<file path="src/rtl/sdram_arbit_if.sv">
// rtl/sdram_arbit_if.sv - sequencer-side and SDRAM-side signal bundle of the SDRAM command arbiter
//
// Purpose: groups every arbiter signal except clk/rst.
//   master modport: the environment side (sequencers and SDRAM pins)
//   slave  modport: the arbiter side
// Signal summary:
//   init_end, init_cmd[3:0], init_addr[11:0]           init sequencer
//   ref_req, flag_ref_end, aref_cmd, aref_addr          auto-refresh sequencer
//   wr_req, flag_wr_end, wr_cmd, wr_addr, wr_bank,
//   wr_data[15:0]                                       write sequencer
//   rd_req, flag_rd_end, rd_cmd, rd_addr, rd_bank       read sequencer
//   ref_en, wr_en, rd_en                                grants
//   sdram_cke, sdram_cmd, sdram_addr, sdram_bank,
//   sdram_dq_oe, sdram_dq_out                           SDRAM bus
//   err_timeout                                         sticky watchdog error
interface sdram_arbit_if;
  logic        init_end;
  logic [3:0]  init_cmd;
  logic [11:0] init_addr;
  logic        ref_req;
  logic        flag_ref_end;
  logic [3:0]  aref_cmd;
  logic [11:0] aref_addr;
  logic        wr_req;
  logic        flag_wr_end;
  logic [3:0]  wr_cmd;
  logic [11:0] wr_addr;
  logic [1:0]  wr_bank;
  logic [15:0] wr_data;
  logic        rd_req;
  logic        flag_rd_end;
  logic [3:0]  rd_cmd;
  logic [11:0] rd_addr;
  logic [1:0]  rd_bank;
  logic        ref_en;
  logic        wr_en;
  logic        rd_en;
  logic        sdram_cke;
  logic [3:0]  sdram_cmd;
  logic [11:0] sdram_addr;
  logic [1:0]  sdram_bank;
  logic        sdram_dq_oe;
  logic [15:0] sdram_dq_out;
  logic        err_timeout;

  modport master (
    output init_end, init_cmd, init_addr,
    output ref_req, flag_ref_end, aref_cmd, aref_addr,
    output wr_req, flag_wr_end, wr_cmd, wr_addr, wr_bank, wr_data,
    output rd_req, flag_rd_end, rd_cmd, rd_addr, rd_bank,
    input  ref_en, wr_en, rd_en,
    input  sdram_cke, sdram_cmd, sdram_addr, sdram_bank, sdram_dq_oe, sdram_dq_out,
    input  err_timeout
  );

  modport slave (
    input  init_end, init_cmd, init_addr,
    input  ref_req, flag_ref_end, aref_cmd, aref_addr,
    input  wr_req, flag_wr_end, wr_cmd, wr_addr, wr_bank, wr_data,
    input  rd_req, flag_rd_end, rd_cmd, rd_addr, rd_bank,
    output ref_en, wr_en, rd_en,
    output sdram_cke, sdram_cmd, sdram_addr, sdram_bank, sdram_dq_oe, sdram_dq_out,
    output err_timeout
  );
endinterface

</file>
<file path="src/rtl/sdram_arbit.sv">
// rtl/sdram_arbit.sv - fixed-priority SDRAM command arbiter (refresh > write > read) with watchdog
//
// Purpose: grants the SDRAM bus to one sequencer at a time and muxes the
// granted sequencer's cmd/addr/bank/data onto the pins. A watchdog forces
// the bus back to arbitration if a grant is held TIMEOUT+1 cycles without
// an end flag, and latches err_timeout.
// Ports:
//   TIMEOUT  parameter, 1..1023, watchdog limit
//   clk      system clock, rising edge
//   rst      synchronous active-high reset
//   bus      sdram_arbit_if.slave, all sequencer and SDRAM signals
module sdram_arbit #(
  parameter int TIMEOUT = 1023
) (
  input  logic          clk,
  input  logic          rst,
  sdram_arbit_if.slave  bus
);

  typedef enum logic [4:0] {
    ST_INIT  = 5'b00001,
    ST_ARBIT = 5'b00010,
    ST_AREF  = 5'b00100,
    ST_WRITE = 5'b01000,
    ST_READ  = 5'b10000
  } state_t;

  localparam logic [3:0] CMD_NOP   = 4'b0111;
  localparam logic [9:0] TIMEOUT_C = 10'(TIMEOUT);

  state_t      state_q, state_d;
  logic [9:0]  cnt_q, cnt_d;
  logic        err_q, err_d;
  logic        grant, end_flag, expired;

  always_comb begin
    grant    = (state_q == ST_AREF) || (state_q == ST_WRITE) || (state_q == ST_READ);
    // Only the end flag belonging to the current owner counts.
    end_flag = ((state_q == ST_AREF)  && bus.flag_ref_end) ||
               ((state_q == ST_WRITE) && bus.flag_wr_end)  ||
               ((state_q == ST_READ)  && bus.flag_rd_end);
    // A coincident end flag wins over expiry: treated as normal completion.
    expired  = grant && !end_flag && (cnt_q == TIMEOUT_C);

    state_d = state_q;
    err_d   = err_q | expired;

    case (state_q)
      ST_INIT: begin
        if (bus.init_end) state_d = ST_ARBIT;
      end
      ST_ARBIT: begin
        if (bus.ref_req)     state_d = ST_AREF;
        else if (bus.wr_req) state_d = ST_WRITE;
        else if (bus.rd_req) state_d = ST_READ;
      end
      ST_AREF, ST_WRITE, ST_READ: begin
        if (end_flag || expired) state_d = ST_ARBIT;
      end
      default: state_d = ST_INIT;
    endcase

    // Counts cycles spent in the current grant; zero whenever not granted.
    cnt_d = (grant && (state_d == state_q)) ? cnt_q + 10'd1 : 10'd0;
  end

  always_ff @(posedge clk) begin
    if (rst) begin
      state_q <= ST_INIT;
      cnt_q   <= 10'd0;
      err_q   <= 1'b0;
    end else begin
      state_q <= state_d;
      cnt_q   <= cnt_d;
      err_q   <= err_d;
    end
  end

  logic [3:0]  cmd_mux;
  logic [11:0] addr_mux;
  logic [1:0]  bank_mux;

  always_comb begin
    cmd_mux  = CMD_NOP;
    addr_mux = 12'd0;
    bank_mux = 2'd0;
    case (state_q)
      ST_INIT: begin
        cmd_mux  = bus.init_cmd;
        addr_mux = bus.init_addr;
      end
      ST_AREF: begin
        cmd_mux  = bus.aref_cmd;
        addr_mux = bus.aref_addr;
      end
      ST_WRITE: begin
        cmd_mux  = bus.wr_cmd;
        addr_mux = bus.wr_addr;
        bank_mux = bus.wr_bank;
      end
      ST_READ: begin
        cmd_mux  = bus.rd_cmd;
        addr_mux = bus.rd_addr;
        bank_mux = bus.rd_bank;
      end
      default: ;
    endcase
    // Keep the pins quiet while reset is asserted, before state settles.
    if (rst) begin
      cmd_mux  = CMD_NOP;
      addr_mux = 12'd0;
      bank_mux = 2'd0;
    end
  end

  assign bus.ref_en       = (state_q == ST_AREF);
  assign bus.wr_en        = (state_q == ST_WRITE);
  assign bus.rd_en        = (state_q == ST_READ);
  assign bus.sdram_cke    = 1'b1;
  assign bus.sdram_cmd    = cmd_mux;
  assign bus.sdram_addr   = addr_mux;
  assign bus.sdram_bank   = bank_mux;
  assign bus.sdram_dq_oe  = (state_q == ST_WRITE) && !rst;
  assign bus.sdram_dq_out = (state_q == ST_WRITE) ? bus.wr_data : 16'd0;
  assign bus.err_timeout  = err_q;

endmodule

</file>
<file path="src/flat_wrapper.sv">
// flat-port wrapper written by rule: the top's interface ports become plain ports
module sdram_arbit_flat 
#(
  parameter int TIMEOUT = 1023
)
  (clk, rst, bus_init_end, bus_init_cmd, bus_init_addr, bus_ref_req, bus_flag_ref_end, bus_aref_cmd, bus_aref_addr, bus_wr_req, bus_flag_wr_end, bus_wr_cmd, bus_wr_addr, bus_wr_bank, bus_wr_data, bus_rd_req, bus_flag_rd_end, bus_rd_cmd, bus_rd_addr, bus_rd_bank, bus_ref_en, bus_wr_en, bus_rd_en, bus_sdram_cke, bus_sdram_cmd, bus_sdram_addr, bus_sdram_bank, bus_sdram_dq_oe, bus_sdram_dq_out, bus_err_timeout);
  sdram_arbit_if bus_i ();
  input  logic clk;
  input  logic rst;
  input wire logic [$bits(bus_i.init_end)-1:0] bus_init_end;
  input wire logic [$bits(bus_i.init_cmd)-1:0] bus_init_cmd;
  input wire logic [$bits(bus_i.init_addr)-1:0] bus_init_addr;
  input wire logic [$bits(bus_i.ref_req)-1:0] bus_ref_req;
  input wire logic [$bits(bus_i.flag_ref_end)-1:0] bus_flag_ref_end;
  input wire logic [$bits(bus_i.aref_cmd)-1:0] bus_aref_cmd;
  input wire logic [$bits(bus_i.aref_addr)-1:0] bus_aref_addr;
  input wire logic [$bits(bus_i.wr_req)-1:0] bus_wr_req;
  input wire logic [$bits(bus_i.flag_wr_end)-1:0] bus_flag_wr_end;
  input wire logic [$bits(bus_i.wr_cmd)-1:0] bus_wr_cmd;
  input wire logic [$bits(bus_i.wr_addr)-1:0] bus_wr_addr;
  input wire logic [$bits(bus_i.wr_bank)-1:0] bus_wr_bank;
  input wire logic [$bits(bus_i.wr_data)-1:0] bus_wr_data;
  input wire logic [$bits(bus_i.rd_req)-1:0] bus_rd_req;
  input wire logic [$bits(bus_i.flag_rd_end)-1:0] bus_flag_rd_end;
  input wire logic [$bits(bus_i.rd_cmd)-1:0] bus_rd_cmd;
  input wire logic [$bits(bus_i.rd_addr)-1:0] bus_rd_addr;
  input wire logic [$bits(bus_i.rd_bank)-1:0] bus_rd_bank;
  output wire logic [$bits(bus_i.ref_en)-1:0] bus_ref_en;
  output wire logic [$bits(bus_i.wr_en)-1:0] bus_wr_en;
  output wire logic [$bits(bus_i.rd_en)-1:0] bus_rd_en;
  output wire logic [$bits(bus_i.sdram_cke)-1:0] bus_sdram_cke;
  output wire logic [$bits(bus_i.sdram_cmd)-1:0] bus_sdram_cmd;
  output wire logic [$bits(bus_i.sdram_addr)-1:0] bus_sdram_addr;
  output wire logic [$bits(bus_i.sdram_bank)-1:0] bus_sdram_bank;
  output wire logic [$bits(bus_i.sdram_dq_oe)-1:0] bus_sdram_dq_oe;
  output wire logic [$bits(bus_i.sdram_dq_out)-1:0] bus_sdram_dq_out;
  output wire logic [$bits(bus_i.err_timeout)-1:0] bus_err_timeout;
  assign bus_i.init_end = bus_init_end;
  assign bus_i.init_cmd = bus_init_cmd;
  assign bus_i.init_addr = bus_init_addr;
  assign bus_i.ref_req = bus_ref_req;
  assign bus_i.flag_ref_end = bus_flag_ref_end;
  assign bus_i.aref_cmd = bus_aref_cmd;
  assign bus_i.aref_addr = bus_aref_addr;
  assign bus_i.wr_req = bus_wr_req;
  assign bus_i.flag_wr_end = bus_flag_wr_end;
  assign bus_i.wr_cmd = bus_wr_cmd;
  assign bus_i.wr_addr = bus_wr_addr;
  assign bus_i.wr_bank = bus_wr_bank;
  assign bus_i.wr_data = bus_wr_data;
  assign bus_i.rd_req = bus_rd_req;
  assign bus_i.flag_rd_end = bus_flag_rd_end;
  assign bus_i.rd_cmd = bus_rd_cmd;
  assign bus_i.rd_addr = bus_rd_addr;
  assign bus_i.rd_bank = bus_rd_bank;
  assign bus_ref_en = bus_i.ref_en;
  assign bus_wr_en = bus_i.wr_en;
  assign bus_rd_en = bus_i.rd_en;
  assign bus_sdram_cke = bus_i.sdram_cke;
  assign bus_sdram_cmd = bus_i.sdram_cmd;
  assign bus_sdram_addr = bus_i.sdram_addr;
  assign bus_sdram_bank = bus_i.sdram_bank;
  assign bus_sdram_dq_oe = bus_i.sdram_dq_oe;
  assign bus_sdram_dq_out = bus_i.sdram_dq_out;
  assign bus_err_timeout = bus_i.err_timeout;
  sdram_arbit #(.TIMEOUT(TIMEOUT)) u_core (.clk(clk), .rst(rst), .bus(bus_i));
endmodule
</file>
<file path="config.mk">
export PLATFORM = sky130hd
export DESIGN_NAME = sdram_arbit_flat
export DESIGN_NICKNAME = d
export VERILOG_FILES = /design/src/rtl/sdram_arbit_if.sv /design/src/rtl/sdram_arbit.sv /design/src/flat_wrapper.sv
export SDC_FILE = /design/constraint.sdc
export NUM_CORES = 1
export LEC_CHECK = 0
export ABC_CLOCK_PERIOD_IN_PS = 4000
export CELL_PAD_IN_SITES_DETAIL_PLACEMENT = 0
export CELL_PAD_IN_SITES_GLOBAL_PLACEMENT = 1
export CORE_MARGIN = 2
export CORE_UTILIZATION = 22
export DETAILED_ROUTE_END_ITERATION = 12
export GPL_TIMING_DRIVEN = 0
export PLACE_DENSITY = 0.87
export SYNTH_ARGS = -nofsm -noshare
export SYNTH_HDL_FRONTEND = slang
export SYNTH_SLANG_ARGS = --single-unit
</file>
<file path="constraint.sdc">
create_clock -name clk -period 4 [get_ports clk]
set_clock_uncertainty 0.1 [all_clocks]
set_input_delay 0.6 -clock clk [delete_from_list [all_inputs] [get_ports clk]]
set_output_delay 0.6 -clock clk [all_outputs]
set_load 0.01 [all_outputs]
</file>
==> flow_summary.json, run 1 <==
{
  "clk_pin_slew_ns": 0.06,
  "drcViolationCount": 0,
  "placed_area_um2": 2960,
  "fmax_ghz": 0.300,
  "grt_max_degree": 11,
  "drt_iter0_markers": 88,
  "worst-setup-path-type": "reg2out",
  "leakagePower_nw": 1.09,
  "synthFlopType": "dfxtp_1",
  "ir_worst_vdd_v": 0.0000815,
  "fin_crit_ns": 3.34,
  "final_core_util": 0.444,
  "final_cells": 430,
  "netlist_area_um2": 1540,
  "yosys.area_share.adder": 0.00813,
  "dp.cells": 426,
  "post-route-period-util": 0.834,
  "die_y_um": 87.6,
  "synth_warnings": 0,
  "rows": 30,
  "cp-end-kind": "output port",
  "vias": 2027,
  "multiInputGateArea_um2": 1080,
  "h-tree-depth": 1,
  "yosysSeqAreaShare": 0.208,
  "insertion_delay_ns": 0.25,
  "antenna_found_initial": 0,
  "regArea_um2": 320,
  "die_x_um": 87.6,
  "synth-simple-area-share": 0.306,
  "dp_slack_ns": 0.937,
  "cts_resized": 0,
  "ys_types": 47,
  "final_design_area_no_fill_um2": 3020,
  "max_stage_delay_ns": 0.56,
  "synth_edf_count": 0,
  "pin_count": 133,
  "post_cts_buffers": 0,
  "fin_ws_ns": 0.664,
  "holdWs_ns": 0.351,
  "detail-route-antenna-nets": 0,
  "critical_path_required_ns": 3.30,
  "grt_usage": 0.146,
  "synth_compound_area_frac": 0.337,
  "cts_tree": "built",
  "cts_root_buffer": "clkbuf_8",
  "synth_xor_area_frac": 0.0512,
  "grt_pass1_wl_um": 9240,
  "final-setup-viol-count": 0,
  "area_growth_pct": 95.9,
  "finalMaxSlewViolations": 0,
  "worst_slew_pin_slew_ns": 0.522,
  "cp_cell_sequence": "nor3_1, clkbuf_1, nand2_1, clkinv_1, buf_4, a22oi_2, a21oi_2, clkdlybuf4s50_1",
  "finalSetupTns_ns": 0,
  "avgViaCountPerCell": 4.71,
  "ys_seq_elements": 16,
  "diodes": 0,
  "clock_sinks": 16,
  "crit_arrival_ns": 2.64,
  "maxCapViolations": 0,
  "slew_headroom": 0.643,
  "fin_nets": 429,
  "p_per_area_nw_per_um2": 167,
  "muxShareOfSynthArea": 0,
  "async_flop_share": 0,
  "synth_top_family_by_area": "compound AO/OA/AOI/OAI gates",
  "crit_slowest_cell": "clkdlybuf4s50_1",
  "drt_wl_total_um": 6150,
  "hold_path_class": "reg2reg",
  "cts.hold.buffers_added": 0,
  "final_hold_viol_count": 0,
  "dieArea_um2": 7680,
  "cp_max_fo": 10,
  "place_congestion": 0.791,
  "power_mw": 0.504,
  "portBuffers": 130,
  "start_util": 0.227,
  "start_kind": "flop",
  "synth_nets": 294,
  "rsz0062_at_grt": "false",
  "cts_buffer_depth": 2,
  "cts_buffers": 3,
  "grt_pass1_vias": 1897,
  "syn_area_per_cell_um2": 7.69,
  "num-fill-cells": 687,
  "layout-drive-gt1-share": 0.0988,
  "dp_hpwl_um": 5020,
  "wl_per_cell_um": 14.3,
  "netlist_instances": 200,
  "core_um2": 6790,
  "dr.pass1.iters": 4,
  "grt-ovfl-total": 0,
  "status": "finished clean"
}
cell usage after synthesis, types with 3 or more instances:
cell type,n,area (µm²)
clkbuf_1,7,26.3
buf_6,3,33.8
xnor2_1,3,26.3
buf_2,4,20.0
nand3_1,5,25.0
dfxtp_1,16,320
nor2_1,10,37.5
nand3b_1,6,45.0
a22oi_1,31,233
a21oi_1,15,75.1
nor3_1,13,65.1
a21o_1,3,22.5
xor2_1,6,52.6
buf_4,3,22.5
inv_1,5,18.8
nand2_1,9,33.8
a21oi_2,4,35.0
a22oi_2,4,50.1
nor2b_1,3,18.8
and3_1,18,113
layer usage:
metal | up-vias | global-route usage | routed length, µm
met1 | 908 | 0.189 | 2650
met5 | - | 0 | 0
li1 | 1019 | - | -
met2 | 93 | 0.251 | 2900
met3 | 7 | 0.0358 | 531
met4 | 0 | 0.0252 | 61
cells in the final DEF, fill, tap and decap left out, types with 2 or more instances in the layout:
cell type / synthesis / layout
a21oi_2: 4 / 4
a22oi_2: 4 / 4
or3b_2: 2 / 2
a22oi_1: 31 / 31
a21oi_1: 15 / 15
a211o_1: 2 / 2
dfxtp_1: 16 / 16
buf_6: 3 / 3
nor2b_1: 3 / 3
buf_2: 4 / 4
o21ai_0: 2 / 2
xnor2_1: 3 / 3
nand3_1: 5 / 5
nand2_1: 9 / 9
nand3b_1: 6 / 6
nor3_1: 13 / 13
clkdlybuf4s50_1: 0 / 130
clkbuf_1: 7 / 7
xor2_1: 6 / 6
a21o_1: 3 / 3
inv_1: 5 / 5
nor2_1: 10 / 10
and3_1: 18 / 18
and2_1: 2 / 2
buf_4: 3 / 3
clkbuf_8: 0 / 4
nand4_1: 2 / 2
cells by family (layout without fill, tap and decap cells):
kind of cell | after synthesis | after routing
other | 1 | 1
DFF | 16 | 16
adders and majority gates | 1 | 1
AOI/OAI and AO/OA | 70 | 70
buffers and inverters | 25 | 159
xor gates and xnor gates | 9 | 9
and+or+nand+nor | 78 | 78
final timing paths:
check / start / endpoint / slack, ns / depth (start not counted)
worst max register to register: u_core.state_q[0] / u_core.state_q[2] / 2.08 / 6
worst min-delay path: u_core.cnt_q[0] / u_core.cnt_q[0] / 0.35 / 1
worst min register to register: u_core.cnt_q[0] / u_core.cnt_q[0] / 0.35 / 1
worst max-delay path: u_core.state_q[2] / bus_sdram_addr[8] / 0.66 / 8
flip-flops by register name (all words and copies together), names as in the netlist:
signal	count
u_core.cnt_q	10
u_core.state_q	5
u_core.bus.err_timeout	1
area by class of cell:
| type | instances | share of cell area |
|---|---|---|
| clock buffers | 4 | 0.0183 |
| multi-input cells | 159 | 0.360 |
| well taps | 96 | 0.0398 |
| flip-flops and latches | 16 | 0.106 |
| plain buffers | 18 | 0.0357 |
| inverters | 7 | 0.00871 |
| repair buffers | 130 | 0.432 |
critical path: cells and delay by family, from the launching register on:
family          cells  cell delay (ns)
flops               1             0.36
buf+inv             4             1.36
compound gates      2             0.24
simple gates        2             0.42
report_power, final:
| group | internal [mW] | switching (mW) | total, mW | leakage, nW |
|---|---|---|---|---|
| clock network | 0.0873 | 0.0551 | 0.142 | 0.0288 |
| logic | 0.127 | 0.0701 | 0.197 | 0.927 |
| registers | 0.161 | 0.00278 | 0.164 | 0.129 |
| total | 0.376 | 0.128 | 0.504 | 1.09 |
Power figures use the tool's default switching activity.
==> run 2: changes to the inputs <==
ABC_CLOCK_PERIOD_IN_PS = 2950   (was 4000)
CORE_UTILIZATION = 19   (was 22)
PLACE_DENSITY = 0.8   (was 0.87)
clock period = 2.95 ns   (was 4 ns; I/O delays follow)
==> flow_summary.json, run 2 (synthesis gave the netlist of run 1 again) <==
{
  "top_register": "u_core.cnt_q",
  "die_x_um": 94,
  "cp_max_fo": 10,
  "status": "finished clean",
  "mostFrequentLayoutCell": "clkdlybuf4s50_1",
  "cp-end-kind": "output port",
  "place_congestion": 0.803,
  "critical_path_required_ns": 2.41,
  "rr_startpoint": "u_core.state_q[0]",
  "antenna_found_initial": 0,
  "final_cells": 438,
  "drt_wl_total_um": 6310,
  "multiInputGateArea_um2": 1100,
  "vias": 2031,
  "p_per_area_nw_per_um2": 221,
  "num-fill-cells": 793,
  "drt_iter0_markers": 96,
  "h-tree-depth": 1,
  "portBuffers": 130,
  "ir_worst_vdd_v": 0.000101,
  "cp_num_buf_inv": 4,
  "dp_hpwl_um": 5020,
  "die_y_um": 94,
  "grt_usage": 0.136,
  "maxCapViolations": 0,
  "cts_buffer_depth": 2,
  "diodes": 0,
  "area_growth_pct": 103,
  "grt-ovfl-total": 0,
  "grt_max_degree": 11,
  "wl_per_cell_um": 14.4,
  "crit_slowest_cell": "clkdlybuf4s50_1",
  "clk_pin_slew_ns": 0.07,
  "crit_family": "buffers and inverters",
  "slew_headroom": 0.647,
  "fin_nets": 431,
  "dp.cells": 432,
  "final_cell_mix": "clkdlybuf4s50_1, a22oi_1, and3_1",
  "dieArea_um2": 8840,
  "regArea_um2": 323,
  "cts_root_buffer": "clkbuf_8",
  "detail-route-antenna-nets": 0,
  "post-route-period-util": 0.953,
  "layout-drive-gt1-share": 0.131,
  "start_util": 0.197,
  "crit_arrival_ns": 2.27,
  "dp_slack_ns": 0.0299,
  "cts_buffers": 3,
  "largest_register_ffs": 10,
  "finalSetupTns_ns": 0,
  "finalMaxSlewViolations": 0,
  "worstHoldStart": "u_core.cnt_q[0]",
  "grt_pass1_wl_um": 9750,
  "hold_path_class": "reg2reg",
  "rows": 32,
  "fin_crit_ns": 2.81,
  "leakagePower_nw": 1.37,
  "final_hold_viol_count": 0,
  "grt_pass1_vias": 1945,
  "timing.rr.end": "u_core.cnt_q[6]",
  "max_stage_delay_ns": 0.55,
  "final_design_area_no_fill_um2": 3130,
  "ff2ff_setup_slack_ns": 1.07,
  "worst-setup-path-type": "reg2out",
  "dr.pass1.iters": 4,
  "final-setup-viol-count": 0,
  "placed_area_um2": 2970,
  "start_kind": "flop",
  "min_to": "u_core.cnt_q[0]",
  "cts_tree": "built",
  "whs_path_depth": 1,
  "rsz0062_at_grt": "false",
  "fin_ws_ns": 0.138,
  "insertion_delay_ns": 0.25,
  "avgViaCountPerCell": 4.64,
  "drcViolationCount": 0,
  "cts.hold.buffers_added": 0,
  "clock_sinks": 16,
  "core_um2": 7810,
  "fmax_ghz": 0.356,
  "pin_count": 133,
  "rr_worst_depth": 6,
  "final_core_util": 0.401,
  "worst_slew_pin_slew_ns": 0.516,
  "cp_cell_sequence": "nor3_2, clkbuf_4, nand2_1, clkinv_4, buf_4, a22oi_1, nor2_1, clkdlybuf4s50_1"
}
## run 2: worst max path at each step
stage | start | endpoint | slack [ns] | cells past startpoint
3_3_place_gp | u_core.state_q[1] | bus_sdram_addr[9] | -0.02 | 8
4_1_cts | u_core.state_q[3] | bus_sdram_addr[6] | 0.01 | 7
2_1_floorplan | u_core.state_q[0] | bus_sdram_addr[10] | 0.79 | 6
5_1_grt | u_core.state_q[2] | bus_sdram_bank[0] | 0.002 | 8
6_report | u_core.state_q[2] | bus_sdram_bank[0] | 0.14 | 8
3_5_place_dp | u_core.state_q[2] | bus_sdram_addr[7] | 0.03 | 8
## run 2: power by group
part	internal, mW	switching (mW)	total (mW)	leakage, nW
clock	0.119	0.0813	0.200	0.0288
combinational	0.172	0.0957	0.268	1.21
sequential	0.219	0.00401	0.223	0.130
total	0.509	0.181	0.690	1.37
## run 2: stage by stage
| stage | total power [mW] | hold WS (ns) |
|---|---|---|
| 4_1_cts | 0.698 | 0.360 |
| 3_3_place_gp | 0.493 | 0.335 |
| 2_1_floorplan | 0.318 | 0.321 |
| 6_report | 0.690 | 0.356 |
| 5_1_grt | 0.724 | 0.398 |
| 3_5_place_dp | 0.495 | 0.350 |
## run 2: per-layer routing
layer	GRT usage	wire, µm	vias to the layer above
li1	-	-	1026
met1	0.180	2600	922
met2	0.229	3240	74
met3	0.0233	376	9
met4	0.0362	87	0
met5	0	0	-
## run 2: area by class of cell
cell class                 instances  share of cell area
clock buffer                       4              0.0176
inverter                           7             0.00999
tap                              102              0.0408
multi-input combinational        159               0.351
sequential                        16               0.103
timing repair buffer             133               0.438
buffer                            17              0.0404
## run 2: what timing repair did
action,in CTS,in global routing
gates resized for setup,14,22
cloned,0,0
endpoints found under the setup margin,20,18
setup buffers,3,0
pin swaps,2,0
## run 2: worst register-to-register path, stage by stage (launching register included)
cell and delay [ns]:
dfxtp_1 0.33, buf_6 0.14, or3b_1 0.41, nor4_4 0.35, a211o_2 0.22, buf_6 0.15
nor3_1 0.06
==> edit 1: new RTL, settings of run 2 <==
Re-encode `state_t` (5 states) as binary, 3 bits wide.
--- a/src/rtl/sdram_arbit.sv
+++ b/src/rtl/sdram_arbit.sv
@@ -19,8 +19,8 @@
 
-  typedef enum logic [4:0] {
-    ST_INIT  = 5'b00001,
-    ST_ARBIT = 5'b00010,
-    ST_AREF  = 5'b00100,
-    ST_WRITE = 5'b01000,
-    ST_READ  = 5'b10000
+  typedef enum logic [2:0] {
+    ST_INIT  = 3'd0,
+    ST_ARBIT = 3'd1,
+    ST_AREF  = 3'd2,
+    ST_WRITE = 3'd3,
+    ST_READ  = 3'd4
   } state_t;
Formal check against the unedited RTL: no difference found for any inputs over 10 cycles, from zero or initial values and one cycle with rst high; not proved beyond that.
==> edit 1 against run 2 <==
- final area down 4.9%
- die area down 1.7%
- area after synthesis down 1.8%
- sequential cell count down 2
- routed wire length down 3.5%
- count of clock-buffer cells in the layout down 1
- highest routed layer unchanged
- first-iteration DRC count down 22%
- setup slack better by 0.040 ns
- power up 17%
==> edit 1: results <==
{
  "status": "completed",
  "max_stage_delay_ns": 0.58,
  "vias": 1977,
  "regToRegSetupSlack_ns": 1.25,
  "yosysUniqueCellTypes": 40,
  "grt_pass1_vias": 2094,
  "yosysSeqAreaShare_pct": 18.5,
  "path_max_fanout": 10,
  "drt_first_iter_violations": 75,
  "hold_ws_ns": 0.360,
  "clkTransAtPathRegs_ns": 0.05,
  "grt_first_pass_wirelength_mm": 9.94,
  "r2r_end": "u_core.cnt_q[2]",
  "grt_use_met2_pct": 26.5,
  "synth_common_cells": "nand2_1 (34), nor2_1 (20), nand3_1 (18)",
  "syn-num-nets": 309,
  "drive_gt1_share_pct": 9.51,
  "synth_most_common_cell": "nand2_1",
  "post_synth_main_area_contributors": "dfxtp_1 (19%), mux2_2 (10%), nand2_1 (8.4%)",
  "slew_headroom_pct": 64.2,
  "postCtsSetupBuffers": 0,
  "fillers": 784,
  "grt_use_met1_pct": 15.5,
  "peakVddDrop_v": 0.000117,
  "ff2ff_path_depth": 5,
  "worst_ep_arrival_time_ns": 2.23,
  "min_from": "u_core.bus.err_timeout",
  "pre_cts_ws_ns": 0.269,
  "wirelength_mm": 6.09,
  "gr-usage-met3_pct": 5.48,
  "slowest_stage": "clkdlybuf4s50_1",
  "placed_area_sq_um": 2940,
  "holdPathEnd": "u_core.bus.err_timeout",
  "max_freq_mhz": 361,
  "cts_resized": 0,
  "final_cells": 449,
  "hold_path_depth": 2,
  "dp_hpwl_mm": 5.07,
  "crit_end": "bus_sdram_addr[9]",
  "r2r_start": "u_core.cnt_q[0]",
  "grt_max_degree": 11,
  "avgSynthCellArea_sq_um": 7.03,
  "place_congestion": 0.781,
  "leakage_nw": 1.13,
  "portBuffers": 130,
  "layout.nets": 443,
  "critPathLaunch": "u_core.state_q[1]",
  "clk_latency_ns": 0.24
}
edit 1: cell types whose count changed after synthesis, sizes merged, moves of 3 or more:
cell           run 2  this run
a22oi             35         3
nand3b             6         0
or3b               3         0
nand2b             1         4
xor2               6         1
nor3              14         1
mux2               0        14
a211o              3         0
xnor2              3         7
nand2              9        34
a21oi             19        16
a21o               3        13
nor2              10        20
nand3              5        19
edit 1: worst max-delay path: cells and delay by family (launching register included):
| family | cells | cell delay [ns] |
|---|---|---|
| AND/OR/NAND/NOR | 2 | 0.26 |
| AO/OA/AOI/OAI | 1 | 0.22 |
| buffers and inverters | 3 | 1.10 |
| flip-flops | 1 | 0.40 |
edit 1: layer usage:
| metal | up-vias | share of wire, % |
|---|---|---|
| met2 | 75 | 50 |
| met4 | 0 | 1.1 |
| li1 | 1013 | - |
| met3 | 6 | 9.8 |
| met5 | - | 0 |
| met1 | 883 | 39 |
edit 1: cells by family after synthesis:
kind of cell	count (synthesis)	share of synthesized area, %
xor+xnor	8	4.64
buf+inv	23	7.70
compound gates	42	17.5
fa+ha+maj	1	0.828
simple gates	110	38.7
flops	14	18.5
other cells	1	0.248
mux	16	11.8
edit 1: final cells by class:
class | count | area (sq um) | area share, %
plain buffers | 17 | 93.8 | 3.15
clock buffers | 3 | 41.3 | 1.39
inverters | 5 | 18.8 | 0.630
multi-input cells | 178 | 1110 | 37.4
flip-flops and latches | 14 | 280 | 9.41
well taps | 102 | 128 | 4.29
repair buffers | 130 | 1300 | 43.7
edit 1: power by group:
part,total (mW),leakage (nW),switching [mW],internal (mW)
registers,0.200,0.113,0.00480,0.195
clock network,0.154,0.0216,0.0636,0.0903
logic,0.456,0.992,0.197,0.259
==> edit 2: new RTL, config.mk and constraints of run 2 <==
Without the edit above. `TIMEOUT` is set to 1023 in 2 places; all go to 511. Comments in the files are not updated.
--- a/src/rtl/sdram_arbit.sv
+++ b/src/rtl/sdram_arbit.sv
@@ -12,3 +12,3 @@
 module sdram_arbit #(
-  parameter int TIMEOUT = 1023
+  parameter int TIMEOUT = 511
 ) (
--- a/src/flat_wrapper.sv
+++ b/src/flat_wrapper.sv
@@ -3,3 +3,3 @@
 #(
-  parameter int TIMEOUT = 1023
+  parameter int TIMEOUT = 511
 )
Formal check against the unedited RTL: no difference found for any inputs over 10 cycles, from zero or initial values and one cycle with rst high; that may be too few to reach the edited logic, so the function may still have changed.
==> edit 2 against run 2 <==
- final area up 0.96%
- setup slack worse by 0.045 ns
- area after synthesis fell by 0.49%
- sequential cell count unchanged
- routed wire length grew 1.8%
- power increased by 0.68%
- sequential power about the same
- count of clock-buffer cells in the layout stayed put
- largest cell class unchanged
==> edit 2: results <==
{
  "drt-wirelength-per-cell_um": 14.4,
  "r2r_end": "u_core.cnt_q[4]",
  "post_synth_main_area_contributors": "dfxtp_1 (21%), a22oi_1 (15%), and3_1 (7.4%)",
  "place_congestion": 0.775,
  "synth_flop_cell": "dfxtp_1",
  "slew_headroom_pct": 60.3,
  "leakage_nw": 1.35,
  "power-per-cell-area_nw_per_um2": 220,
  "pre_cts_ws_ns": -0.0750,
  "drt_first_iter_violations": 58,
  "switching_share_pct": 26.2,
  "layout.nets": 438,
  "peakVddDrop_v": 0.000122,
  "avgSynthCellArea_sq_um": 7.66,
  "yosysUniqueCellTypes": 45,
  "drive_gt1_share_pct": 14.6,
  "dp_hpwl_mm": 5.01,
  "vias": 2053,
  "largest_reg_flops": 10,
  "yosysSeqAreaShare_pct": 20.9,
  "placed_area_sq_um": 2960,
  "status": "completed",
  "regToRegSetupSlack_ns": 1.04,
  "fillers": 823,
  "grt_pass1_vias": 2011,
  "grt_first_pass_wirelength_mm": 9.65,
  "grtUsageTotal_pct": 13.7,
  "hold_ws_ns": 0.356
}
edit 2: worst max path at each step:
stage | from | endpoint | slack, ns | cells after the start
2_1_floorplan | u_core.state_q[0] | bus_sdram_addr[10] | 0.79 | 6
3_3_place_gp | u_core.state_q[2] | bus_sdram_addr[7] | -0.08 | 8
3_5_place_dp | u_core.state_q[1] | bus_sdram_addr[7] | -0.08 | 8
4_1_cts | u_core.state_q[0] | bus_sdram_addr[10] | -0.02 | 7
5_1_grt | u_core.state_q[0] | bus_sdram_addr[11] | -0.05 | 7
6_report | u_core.state_q[0] | bus_sdram_addr[11] | 0.09 | 7
edit 2: worst reg2reg max path, delay by kind of cell, from the launching register on:
family,cells,cell delay [ns]
and+or+nand+nor,3,0.82
DFF,1,0.33
buffers and inverters,2,0.33
AOI/OAI and AO/OA,1,0.22
edit 2: cell families after synthesis:
| kind of cell | Yosys count | synth area share, % |
|---|---|---|
| flops | 16 | 20.9 |
| simple gates | 78 | 30.6 |
| xor+xnor | 9 | 5.15 |
| buf+inv | 25 | 8.50 |
| other cells | 1 | 0.245 |
| compound gates | 70 | 33.8 |
| fa+ha+maj | 1 | 0.817 |
edit 2: repair_timing:
action,CTS,global route
resized for setup,11,23
endpoints found under the setup margin,20,17
buffers inserted,2,8
endpoints found under the hold margin,0,0
pin swaps,1,1
edit 2: layout make-up:
cell class	count	area, sq um	share of cell area [%]
timing repair buffer	140	1410	44.5
buffer	17	126	4.00
multi-input combinational	159	1090	34.6
sequential	16	323	10.2
tap	102	128	4.04
inverter	7	28.8	0.911
clock buffer	4	55.1	1.74
edit 2: per-layer routing:
metal  GRT usage [%]  part of all wire (%)
met2            23.8                    49
met4            4.71                   2.4
met5               0                     0
met1            16.0                    40
met3            4.01                   9.0
